## src/rtl/risc_pkg.sv

```systemverilog
// Shared definitions for the RISC fetch/decode slice: widths, opcode field, fetch FSM states.
package risc_pkg;

  localparam int unsigned IW = 16;

  localparam logic [3:0] LD = 4'b1110;
  localparam logic [3:0] ST = 4'b1111;

  typedef enum logic [1:0] {
    IDLE  = 2'd0,
    RUN   = 2'd1,
    DRAIN = 2'd2
  } fetch_state_t;

  function automatic logic [3:0] opcode(input logic [IW-1:0] instr);
    return instr[IW-1:IW-4];
  endfunction

endpackage

```

## src/rtl/risc_fetch_skid.sv

```systemverilog
// One-entry data+tag holding register that catches a returning fetch word while decode stalls.
module risc_fetch_skid #(
  parameter int unsigned DW = 16,
  parameter int unsigned AW = 8
) (
  input  logic          clk,
  input  logic          rst_n,
  input  logic          wr_i,
  input  logic          rd_i,
  input  logic          clr_i,
  input  logic [DW-1:0] data_i,
  input  logic [AW-1:0] tag_i,
  output logic          vld_o,
  output logic [DW-1:0] data_o,
  output logic [AW-1:0] tag_o
);

  logic          vld_q;
  logic [DW-1:0] data_q;
  logic [AW-1:0] tag_q;

  always_ff @(posedge clk or negedge rst_n) begin
    if (!rst_n) begin
      vld_q  <= 1'b0;
      data_q <= '0;
      tag_q  <= '0;
    end else if (clr_i) begin
      vld_q <= 1'b0;
    end else if (wr_i) begin
      vld_q  <= 1'b1;
      data_q <= data_i;
      tag_q  <= tag_i;
    end else if (rd_i) begin
      vld_q <= 1'b0;
    end
  end

  assign vld_o  = vld_q;
  assign data_o = data_q;
  assign tag_o  = tag_q;

endmodule

```

## src/rtl/risc_fetch.sv

```systemverilog
// Fetch unit: owns the PC, reads synchronous program memory, hands one word per cycle to decode.
// Define RISC_FETCH_BRANCH_EN to add the br_taken/br_target redirect from execute.
// state | meaning
// IDLE  | no reads issued, instr_vld low
// RUN   | one read per non-stalled cycle
// DRAIN | no new reads; finish in-flight/skid words, then IDLE
module risc_fetch
  import risc_pkg::*;
#(
  parameter int unsigned   AW     = 8,
  parameter int unsigned   IW     = risc_pkg::IW,
  parameter logic [AW-1:0] RST_PC = '0
) (
  input  logic          clk,
  input  logic          rst_n,
  input  logic          start,
  input  logic          stop,
  input  logic          stall,
`ifdef RISC_FETCH_BRANCH_EN
  input  logic          br_taken,
  input  logic [AW-1:0] br_target,
`endif
  output logic          pm_rd,
  output logic [AW-1:0] pm_addr,
  input  logic [IW-1:0] pm_data,
  output logic [IW-1:0] instr,
  output logic          instr_vld,
  output logic [AW-1:0] pc,
  output logic          busy
);

  fetch_state_t  state_q, state_d;
  logic [AW-1:0] fetch_pc_q, fetch_pc_d;
  logic          infl_q, infl_d;
  logic [AW-1:0] tag_q, tag_d;
  logic [IW-1:0] instr_q, instr_d;
  logic          vld_q, vld_d;
  logic [AW-1:0] pc_q, pc_d;
  logic          rd_en;
  logic          skid_wr, skid_rd, skid_clr, skid_vld;
  logic [IW-1:0] skid_data;
  logic [AW-1:0] skid_tag;

  risc_fetch_skid #(.DW(IW), .AW(AW)) u_skid (
    .clk    (clk),
    .rst_n  (rst_n),
    .wr_i   (skid_wr),
    .rd_i   (skid_rd),
    .clr_i  (skid_clr),
    .data_i (pm_data),
    .tag_i  (tag_q),
    .vld_o  (skid_vld),
    .data_o (skid_data),
    .tag_o  (skid_tag)
  );

  always_ff @(posedge clk or negedge rst_n) begin
    if (!rst_n) begin
      state_q    <= IDLE;
      fetch_pc_q <= RST_PC;
      infl_q     <= 1'b0;
      tag_q      <= RST_PC;
      instr_q    <= '0;
      vld_q      <= 1'b0;
      pc_q       <= RST_PC;
    end else begin
      state_q    <= state_d;
      fetch_pc_q <= fetch_pc_d;
      infl_q     <= infl_d;
      tag_q      <= tag_d;
      instr_q    <= instr_d;
      vld_q      <= vld_d;
      pc_q       <= pc_d;
    end
  end

  always_comb begin
    state_d    = state_q;
    fetch_pc_d = fetch_pc_q;
    infl_d     = 1'b0;
    tag_d      = tag_q;
    instr_d    = instr_q;
    vld_d      = vld_q;
    pc_d       = pc_q;
    skid_wr    = 1'b0;
    skid_rd    = 1'b0;
    skid_clr   = 1'b0;
    rd_en      = (state_q == RUN) && !stall;
`ifdef RISC_FETCH_BRANCH_EN
    if (br_taken) rd_en = 1'b0;
`endif

    if (rd_en) begin
      fetch_pc_d = fetch_pc_q + AW'(1);
      infl_d     = 1'b1;
      tag_d      = fetch_pc_q;
    end

    // Skid and an arriving word never coincide: no read is issued while stalled.
    if (stall) begin
      skid_wr = infl_q;
    end else if (skid_vld) begin
      instr_d = skid_data;
      pc_d    = skid_tag;
      vld_d   = 1'b1;
      skid_rd = 1'b1;
    end else if (infl_q) begin
      instr_d = pm_data;
      pc_d    = tag_q;
      vld_d   = 1'b1;
    end else begin
      vld_d = 1'b0;
    end

    case (state_q)
      IDLE: begin
        if (start) begin
          state_d    = RUN;
          fetch_pc_d = RST_PC;
        end
      end
      RUN: begin
        if (stop) state_d = DRAIN;
      end
      DRAIN: begin
        if (!skid_vld && !infl_q && (!vld_q || !stall)) begin
          state_d = IDLE;
          vld_d   = 1'b0;
        end
      end
      default: state_d = IDLE;
    endcase

`ifdef RISC_FETCH_BRANCH_EN
    if (br_taken && (state_q != IDLE)) begin
      state_d    = RUN;
      fetch_pc_d = br_target;
      infl_d     = 1'b0;
      vld_d      = 1'b0;
      instr_d    = instr_q;
      pc_d       = pc_q;
      skid_wr    = 1'b0;
      skid_rd    = 1'b0;
      skid_clr   = 1'b1;
    end
`endif
  end

  assign pm_rd     = rd_en;
  assign pm_addr   = fetch_pc_q;
  assign instr     = instr_q;
  assign instr_vld = vld_q;
  assign pc        = pc_q;
  assign busy      = (state_q != IDLE);

endmodule

```

## config.mk

```make
export PLATFORM = sky130hd
export DESIGN_NAME = risc_fetch
export DESIGN_NICKNAME = d
export VERILOG_FILES = /design/src/rtl/risc_pkg.sv /design/src/rtl/risc_fetch_skid.sv /design/src/rtl/risc_fetch.sv
export SDC_FILE = /design/constraint.sdc
export NUM_CORES = 1
export LEC_CHECK = 0
export CORE_UTILIZATION = 55
export DETAILED_ROUTE_END_ITERATION = 10
export PLACE_DENSITY = 0.91
export SYNTH_ARGS = -nofsm -noshare
export SYNTH_HDL_FRONTEND = slang
export SYNTH_SLANG_ARGS = --single-unit
```

## constraint.sdc

```tcl
create_clock -name clk -period 2.7 [get_ports clk]
set_input_delay 0.27 -clock clk [delete_from_list [all_inputs] [get_ports clk]]
set_output_delay 0.27 -clock clk [all_outputs]
set_load 0.02 [all_outputs]
```

==> results of run 1 <==
## Yosys cell counts, drive strengths merged
master and instances:
nand2b 3, xnor2 2, nor2 5, ha 1, a21oi 1, o22ai 1
and4 1, and3 1, buf 10, a31o 1, mux2 32, nand4 1
o21a 1, nand2 30, and2 1, nand3 3, nor3b 2, a211oi 2
o21ai 25, o21bai 1, clkbuf 2, inv 2, nor3 1, and4bb 1
mux2i 29, or3b 1, dfrtp 69, or2 1
## worst paths after layout
kind,from,end,slack (ns),cells after the start
min in group clk,pc[3],pc[3],0.48,2
max,stall,pm_rd,0.67,3
max reg2reg,infl_q,pc[6],1.15,3
max in group asynchronous,rst_n,pc[5],1.67,3
min,rst_n,u_skid.data_o[3],0.41,2
min reg2reg,pc[3],pc[3],0.48,2
## cell type report
| cell class | instances | area [µm²] |
|---|---|---|
| clock buffer | 11 | 141 |
| clock inverter | 5 | 50.0 |
| fill | 380 | 1360 |
| inverter | 2 | 7.51 |
| multi-input combinational | 147 | 1120 |
| sequential | 69 | 1730 |
| tap | 70 | 87.6 |
| timing repair buffer | 62 | 613 |
## flip-flops by register name, summed over array words and instances (netlist names), named ones only
name / flops
infl_q: 1
instr: 16
pc: 8
pm_addr: 8
state_q: 2
tag_q: 8
u_skid.data_o: 16
u_skid.tag_o: 8
u_skid.vld_o: 1
## placed cells by master, fill, tap and decap left out, types with 3 or more instances in the layout
| cell type | n |
|---|---|
| clkbuf_8 | 10 |
| clkdlybuf4s50_1 | 54 |
| mux2i_1 | 29 |
| buf_4 | 5 |
| o21ai_0 | 25 |
| nand2_1 | 30 |
| mux2_2 | 32 |
| nand2b_1 | 3 |
| nand3_1 | 3 |
| clkinv_2 | 4 |
| dfrtp_1 | 69 |
| nor2_1 | 5 |
## cell families after synthesis
group,Yosys count,synth area share
multiplexers,61,0.223
adder cells (fa/ha/maj),1,0.00429
XOR/XNOR,2,0.00601
flip-flops,69,0.593
AND/OR/NAND/NOR,51,0.0885
AO/OA/AOI/OAI,32,0.0601
buffers and inverters,14,0.0253
## critical path, cell delays in order
cell and delay [ns]:
clkdlybuf4s50_1 0.55, nor3b_4 0.28, clkdlybuf4s50_1 0.65
## routing by layer
metal | GRT usage | share of wire | wire (µm) | vias to the layer above
li1 | - | - | - | 929
met1 | 0.292 | 0.47 | 2510 | 952
met2 | 0.339 | 0.48 | 2580 | 49
met3 | 0.0776 | 0.045 | 244 | 4
met4 | 0.0566 | 0.0043 | 23 | 0
met5 | 0 | 0 | 0 | -
## report_power, final
| part | leakage, nW | total, mW | switching [mW] | internal (mW) |
|---|---|---|---|---|
| clock | 0.103 | 0.809 | 0.363 | 0.446 |
| combinational | 0.688 | 1.29 | 0.629 | 0.659 |
| sequential | 0.895 | 1.58 | 0.218 | 1.37 |
## per-stage QoR
step / setup slack (ns) / instances
after global placement: 0.693 / 349
final: 0.674 / 366
after global routing: 0.599 / 366
after CTS: 0.674 / 366
after floorplan: 1.30 / 230
after detailed placement: 0.687 / 349
==> flow_summary.yaml, run 1 <==
sta:
  post-route-period-util: 0.750
  whs_ns: 0.413
  slew_headroom: 0.546
  rsz0062_at_grt: "no"
  finalWorstPathRequiredPeriod_ns: 2.03
  tightest_slew_ns: 0.680
  tns_ns: 0
  setup_viol: 0
  hold_violations: 0
  fin_skew_ns: 0.00758
  max_freq_ghz: 0.494
  final_max_slew_viol_count: 0
job:
  maxCapViolCount: 0
grt:
  grt_util_all_layers: 0.217
  overflow: 0
  grt_pass1_wl_um: 8910
  grt_max_degree: 52
  grt_pass1_vias: 1927
  antenna_found_initial: 0
worst_setup_path:
  start_kind: "primary input"
  cp_max_fo: 8
  timing.critical_path.to_type: "output pin"
  path_class: "primary input to output pin"
  cp.required_ns: 2.43
  critPathArrivalTime_ns: 1.76
placement:
  dp_hpwl_um: 3570
  dpl_cell_area_um2: 3540
  gp_congestion: 0.733
  numPortBuffers: 55
route:
  ant_nets: 0
  num_vias: 1934
  drc: 0
  drtPass1Iterations: 4
  wire_per_inst_um: 14.7
  vias_per_cell: 5.28
  wl_um: 5370
  drt_iter0_drc: 94
floorplan:
  start_util: 0.571
  die_y_um: 74.8
  io_pins: 56
  die_area_um2: 5590
  rows: 26
  core-area_um2: 5110
  die_width_um: 74.8
cts:
  clockBufferDepth: 2
  clk-insertion-delay-late_ns: 0.33
  cts_tree: "yes"
  cts_resized: 0
  clkTransAtPathRegs_ns: 0.08
  htreeDepth: 3
  cts_setup_buffers: 0
  clock-root-buffer: "clkbuf_8"
  numCtsBuffers: 9
  holdBufCountCts: 1
  cts_sinks: 69
status:
  status: "finished clean"
synthesis:
  synth_cell_types: 31
  synth_top_cell_by_area: "dfrtp_1"
  syn_inst: 230
  syn_avg_cell_area_um2: 12.7
  syn_area_um2: 2910
  syn_nets: 252
  yosys-top-cells-area: "dfrtp_1 59%, mux2_2 12%, mux2i_1 10%"
  ys_ff_latch: 69
  synth_seq_area_share: 0.593
  yosys.area.top_type_share: 0.593
  yosysWarningCount: 0
power:
  p_per_area_nw_per_um2: 983
  p_leak_nw: 1.69
  total_power_mw: 3.68
  ir_drop_uv: 601
finish:
  drive_gt1_frac: 0.206
  n_antenna_cell: 0
  fin_util: 0.733
  area_delta_synth_final_pct: 28.5
  nNetsFinal: 313
  stdcell_area_um2: 3740
worst_hold_path:
  hold_class: "primary input to asynchronous set/reset pin"
No activity file was read; power rests on OpenSTA's default activity.
==> run 2, diff against run 1 <==
CORE_UTILIZATION = 46   (was 55)
PLACE_DENSITY = 0.82   (was 0.91)
clock period = 1.71 ns   (was 2.7 ns; I/O delays follow)
==> flow_summary.yaml, run 2 (synthesized netlist as in run 1, its figures left out) <==
worst_setup_path:
  critPathArrivalTime_ns: 1.45
  cp_top_family: "buffers and inverters"
  worst_path_largest_cell_delay_ns: 0.65
  cp.required_ns: 1.54
  cp_max_fo: 7
  start_kind: "flip-flop"
  setup.worst_path.start: "pm_addr[2]"
  path_class: "flip-flop to output pin"
  crit_chain: "clkdlybuf4s50_1"
  timing.rr.end: "tag_q[2]"
  slowest_stage: "clkdlybuf4s50_1"
  endpoint: "pm_addr[2]"
  r2r-start: "state_q[1]"
  reg2reg_setup_slack_ns: 0.22
  path_buf_inv: 1
  cp.depth: 1
  timing.critical_path.to_type: "output pin"
  rr_worst_depth: 3
sta:
  fin_ws_ns: 0.0885
  max_freq_ghz: 0.617
  setup_viol: 0
  finalWorstPathRequiredPeriod_ns: 1.62
  tightest_slew_ns: 0.507
  slew_headroom: 0.662
  hold_violations: 0
  rsz0062_at_grt: "no"
  final_max_slew_viol_count: 0
  fin_skew_ns: 0.00556
  post-route-period-util: 0.948
  tns_ns: 0
placement:
  dp_cells: 358
  gp_congestion: 0.711
  pre_cts_ws_ns: 0.00983
  numPortBuffers: 55
  dp_hpwl_um: 3710
grt:
  grt_max_degree: 35
  grt_pass1_wl_um: 9140
  overflow: 0
  antenna_found_initial: 0
  grt_util_all_layers: 0.189
  grt_pass1_vias: 1891
finish:
  drive_gt1_frac: 0.211
  area_delta_synth_final_pct: 29.8
  n_antenna_cell: 0
  nNetsFinal: 317
  final_cell_mix: "69 x dfrtp_1, 52 x clkdlybuf4s50_1, 32 x mux2_2"
  fill_cells: 495
  fin_util: 0.628
  finalNonFillerCells: 373
  final_common_cell: "dfrtp_1"
power:
  p_per_area_nw_per_um2: 1510
  total_power_mw: 5.72
  p_leak_nw: 1.71
  p_sw_frac: 0.333
  pwr-share-comb: 0.361
  pwr-share-seq: 0.438
  clock_power_share: 0.201
  ir_drop_uv: 783
  intPower_mw: 3.82
  p_switching_mw: 1.90
cts:
  clockBufferDepth: 2
  clock-root-buffer: "clkbuf_8"
  cts_tree: "yes"
  clk-insertion-delay-late_ns: 0.34
  cts_setup_buffers: 0
  clkTransAtPathRegs_ns: 0.07
  numCtsBuffers: 9
  cts_sinks: 69
  htreeDepth: 3
job:
  maxCapViolCount: 0
route:
  wire_per_inst_um: 15.0
  num_vias: 1914
  vias_per_cell: 5.13
  ant_nets: 0
  drtPass1Iterations: 4
  drt_iter0_drc: 105
  wl_um: 5600
  drc: 0
worst_hold_path:
  hold_class: "primary input to asynchronous set/reset pin"
floorplan:
  io_pins: 56
  die_width_um: 81.6
  die_area_um2: 6660
  die_y_um: 81.6
  rows: 28
  start_util: 0.484
  core-area_um2: 6030
status:
  status: "finished clean"
-- run 2: changes by cell type in the layout (fill, tap and decap cells not counted) --
cell,change
clkbuf_8,+1
o21bai_4,+1
buf_4,+2
dlygate4sd2_1,+2
clkdlybuf4s50_1,-2
clkinv_2,-2
bufinv_16,-1
o21bai_2,-1
buf_12,+2
-- run 2: timing repair --
action                                  4_1_cts  5_1_grt
hold endpoints to repair                     19        0
endpoints found under the setup margin        2        0
hold buffers                                  1        0
gates resized for setup                       2        0
-- run 2: power groups by stage --
stage                     clock (mW)  combinational, mW  sequential [mW]
after detailed placement           0               2.11             2.54
final                           1.15               2.06             2.51
after CTS                       1.18               2.10             2.51
after global placement             0               2.06             2.50
after global routing            1.25               2.25             2.58
after floorplan                    0              0.979             2.74
-- run 2: worst min-delay path by stage --
stage          slack (ns)                         end  start  cells past startpoint
4_1_cts              0.33            u_skid.data_o[5]  rst_n                      2
3_3_place_gp         0.16             u_skid.tag_o[5]  rst_n                      1
6_report             0.33             u_skid.tag_o[5]  rst_n                      2
2_1_floorplan       -0.12  asynchronous set/reset pin  rst_n                      0
5_1_grt              0.37             u_skid.tag_o[5]  rst_n                      2
3_5_place_dp         0.17             u_skid.tag_o[5]  rst_n                      1
-- run 2: final cells by class --
| type | instances | area (µm²) | share of cell area |
|---|---|---|---|
| inverters | 2 | 7.51 | 0.00198 |
| multi-input cells | 147 | 1120 | 0.297 |
| repair buffers | 66 | 666 | 0.176 |
| well taps | 75 | 93.8 | 0.0248 |
| clock inverters | 2 | 10.0 | 0.00265 |
| clock buffers | 12 | 155 | 0.0410 |
| flip-flops and latches | 69 | 1730 | 0.456 |
-- run 2: worst register-to-register path, cell delays in order (launching register included) --
cell	delay, ns
dfrtp_1	0.47
nor3b_4	0.28
buf_4	0.26
mux2_2	0.37
-- run 2: per-layer routing --
layer,vias up,track usage,part of all wire
met5,-,0,0
met4,0,0.0965,0.018
met3,11,0.0378,0.037
met2,42,0.320,0.49
met1,923,0.229,0.45
li1,938,-,-
-- run 2: through the flow --
step / hold slack (ns) / area, µm²
floorplan: -0.125 / 2910
global placement: 0.161 / 3610
detailed placement: 0.169 / 3610
CTS: 0.331 / 3780
global route: 0.367 / 3780
finish: 0.325 / 3780
==> RTL change 1, RTL diff (config.mk and constraints of run 2) <==
`instr_q` no longer has a reset.
--- a/src/rtl/risc_fetch.sv
+++ b/src/rtl/risc_fetch.sv
@@ -61,5 +61,4 @@
       infl_q     <= 1'b0;
       tag_q      <= RST_PC;
-      instr_q    <= '0;
       vld_q      <= 1'b0;
       pc_q       <= RST_PC;
@@ -69,8 +68,11 @@
       infl_q     <= infl_d;
       tag_q      <= tag_d;
-      instr_q    <= instr_d;
       vld_q      <= vld_d;
       pc_q       <= pc_d;
     end
+  end
+
+  always_ff @(posedge clk) begin
+    instr_q <= instr_d;
   end
 
Check against the original RTL: differs if rst_n is asserted again (counterexample within 4 cycles, from zero or initial values and one cycle with rst_n low); with rst_n held inactive, the same outputs for 10 cycles.
==> RTL change 1 against run 2 <==
Design area down 1.5%. Total power down 12%. First-iteration DRC count down 43%. Critical path depth unchanged. Sequential cell count unchanged. Register-to-register slack better by 40 ps. Via count down 9.7%. Combinational power down 25%. Synthesized cell count down 15%. Maximum frequency up 0.72%. Hold slack better by 31 ps. Area after synthesis down 1.9%. Setup slack better by 12 ps. Wire length down 14%. Critical endpoint unchanged.
==> RTL change 1: results (changes against run 2) <==
* Clock Tree Buf Depth at 2 (unchanged)
* DR vias/cell at 5.06 (-1.5%)
* Commonest cells post-synth: dfrtp_1, mux2_2, edfxtp_1
* WHS at 356 ps (+31.1 ps)
* Final Power at 5.04 mW (-12%)
* FFs w/ async S/R, synth at 76.8% (-23 points)
* Setup Skew at 6.91 ps (+1.35 ps)
* Vias in the first global route at 1,726 (-8.7%)
* VDD IR-drop max at 0.938 mV (+20%)
* Global-route usage over all layers at 16.9% (-2.0 points)
* First-pass GRT wire length at 8110 microns (-11%)
* Synth unique cells at 30 (-3.2%)
* Sequential share of the synthesized area at 63.2% (+4.0 points)
* Routed wl met3 at 246 microns (+19%)
* M2 GR Usage at 27.3% (-4.7 points)
* Psw at 1.52 mW (-20%)
* Setup Slack @ Placement at -7.89 ps (-17.7 ps)
* Met2 WL at 2310 microns (-16%)
* Largest net degree at the start of global routing at 54 (+54%)
* Met1 WL at 2180 microns (-14%)
* Critical R2R Capture: tag_q[1]
* Synth area leaders: dfrtp_1, mux2_2, edfxtp_1, mux2i_1, nand2_1
* WL final at 4840 microns (-14%)
* Placement Cell Area at 3560 sq um (-1.4%)
* Status: finished clean
* Nets@finish at 284 (-10%)
* Drt wl/cell at 14.1 microns (-5.8%)
* Grt met3 use at 3.71% (-0.070 points)
* Worst Setup SP: pm_addr[2]
* Static Leak at 1.61 nW (-6.1%)
* Post-synth EDFFs at 16 (+16)
* Final HPWL DP at 3270 microns (-12%)
* GPL Wtd Cong at 0.672 (-5.5%)
* DR iter-0 viols at 60 (-43%)
* Clk pwr share at 21.5% (+1.4 points)
## RTL change 1: what timing repair did
action	4_1_cts	5_1_grt
hold buffers	1	0
resized for setup	2	0
endpoints found under the setup margin	2	0
endpoints found under the hold margin	53	0
setup buffers	0	0
## RTL change 1: cell families (layout without fill, tap and decap cells)
family                   Yosys count  count (layout)  synth area share, %
flip-flops                        69              69                 63.2
multiplexers                      61              61                 23.5
AND/OR/NAND/NOR                   35              35                 6.92
AO/OA/AOI/OAI                     16              16                 3.33
buffers and inverters             11              83                 2.01
XOR/XNOR                           2               2                0.613
adder cells (fa/ha/maj)            1               1                0.438
## RTL change 1: worst reg2reg max path, delay by kind of cell, from the launching register on
kind,cells,cell delay (ps)
simple gates,1,260
mux,1,360
buf+inv,1,260
flops,1,460
## RTL change 1: area by class of cell
cell class                 instances  area, sq um
clock inverter                     5         27.5
sequential                        69         1810
fill                             474         2230
multi-input combinational        115          993
tap                               75         93.8
inverter                           3         11.3
timing repair buffer              64          663
clock buffer                      11          131
==> RTL change 2, RTL diff (flow settings as in run 2) <==
Without the edit above. Build with the macro `RISC_FETCH_BRANCH_EN` defined.
--- a/src/rtl/risc_fetch.sv
+++ b/src/rtl/risc_fetch.sv
@@ -5,4 +5,6 @@
 // RUN   | one read per non-stalled cycle
 // DRAIN | no new reads; finish in-flight/skid words, then IDLE
+`define RISC_FETCH_BRANCH_EN
+
 module risc_fetch
   import risc_pkg::*;
Ports: changed (added br_taken and br_target); port bits go from 56 to 65. The function was not compared with the original's and may differ.
==> RTL change 2 against run 2 <==
Sequential power rose by 4%. Final cell count rose by 6.4%. Non-clock buffer count rose by 14. Wire length rose by 6.4%. Sequential cell count did not move. Register-to-register slack got worse by 100 ps. Largest cell class unchanged. Design area rose by 7.5%. Area after synthesis rose by 4.6%. Highest routed layer unchanged. Clock power rose by 21%. First-iteration DRC count fell by 16%. Setup slack got worse by 18 ps. Total power rose by 5.4%. Synthesized cell count rose by 3.0%. Sequential share of layout area fell by 3.2 points.
==> RTL change 2: results (changes against run 2) <==
* Status: finished clean
* Reg-to-reg slack, setup at 120 ps (-100 ps)
* First-pass GRT wire length at 10,200 microns (+11%)
* CP delay by family, top: flip-flops
* GPL Wtd Cong at 0.737 (+3.7%)
* IO buf count at 64 (+16%)
* Slew @ Worst Pin at 498 ps (-8.52 ps)
* Setup Skew at 5.32 ps (-0.239 ps)
* Synth unique cells at 26 (-16%)
* Reg2Reg Depth at 6 (+3)
* Critical R2R Capture: instr[8]
* Synth area leaders: dfrtp_1, mux2_4, mux2i_1, mux2_2, a21oi_1
* Commonest cells post-synth: dfrtp_1, a21oi_1, nor2_1
* Largest net degree at the start of global routing at 49 (+40%)
* Via count at 2,028 (+6.0%)
* Post-Syn Nets at 268 (+6.3%)
* Layout cells sized above 1 at 21.9% (+0.73 points)
* Post-Syn Instances at 237 (+3.0%)
* WHS at 333 ps (+7.46 ps)
* Setup Slack @ Placement at -157 ps (-167 ps)
* Vias in the first global route at 2,097 (+11%)
* Sequential share of the synthesized area at 56.7% (-2.6 points)
* WL final at 5960 microns (+6.4%)
* Critical path's slowest cell: dfrtp_2
* Max incr delay on CP at 460 ps (-190 ps)
* Final HPWL DP at 4110 microns (+11%)
* VDD IR-drop max at 0.805 mV (+2.8%)
* DR iter-0 viols at 88 (-16%)
* Static Leak at 1.78 nW (+4.2%)
* Dpl cells at 380 (+6.1%)
==> RTL change 2: area by class of cell <==
cell class / count / area, sq um
Fill cell: 514 / 2320
Sequential cell: 69 / 1730
Multi-Input combinational cell: 155 / 1240
Timing Repair Buffer: 80 / 796
Clock buffer: 13 / 169
Tap cell: 77 / 96.3
Clock inverter: 3 / 42.5
==> RTL change 2: worst max-delay path by stage <==
stage / start / endpoint / slack, ps / cells past startpoint
after detailed placement: br_taken / instr[0] / -160 / 8
final: state_q[1] / busy / 70 / 2
after floorplan: state_q[1] / tag_q[1] / 130 / 4
after global placement: br_taken / pm_rd / -110 / 3
after CTS: state_q[1] / busy / 20 / 2
after global routing: state_q[1] / pm_addr[5] / 9 / 5
==> RTL change 2: timing repair <==
item	in CTS	in global routing
gates resized for setup	4	1
hold buffers	1	0
hold endpoints to repair	19	0
setup endpoints to repair	2	14
==> RTL change 2: report_power, final <==
group / leakage (nW) / internal [mW] / switching, mW
Combinational: 0.846 / 1.14 / 0.890
Sequential: 0.828 / 2.23 / 0.384
Clock: 0.106 / 0.791 / 0.594
==> RTL change 2: routing by layer <==
layer | GRT usage (%) | up-vias | wire length [microns]
met5 | 0 | - | 0
met3 | 4.37 | 12 | 231
met1 | 24.4 | 979 | 2690
li1 | - | 987 | -
met2 | 30.3 | 50 | 2900
met4 | 9.87 | 0 | 140
==> RTL change 2: metrics by stage <==
step	power (mW)	instance area, sq um
final	6.03	4070
after floorplan	3.75	3050
after global placement	4.59	3840
after detailed placement	4.69	3840
after global routing	6.36	4070
after CTS	6.10	4070
==> RTL change 2: cell families (layout without fill, tap and decap cells) <==
family	count (synthesis)	in the layout	share of synthesized area [%]
AO/OA/AOI/OAI	38	38	6.53
XOR/XNOR	7	7	2.01
adder cells (fa/ha/maj)	1	1	0.410
buffers and inverters	13	96	3.00
flip-flops	69	69	56.7
multiplexers	58	58	22.9
AND/OR/NAND/NOR	51	51	8.54
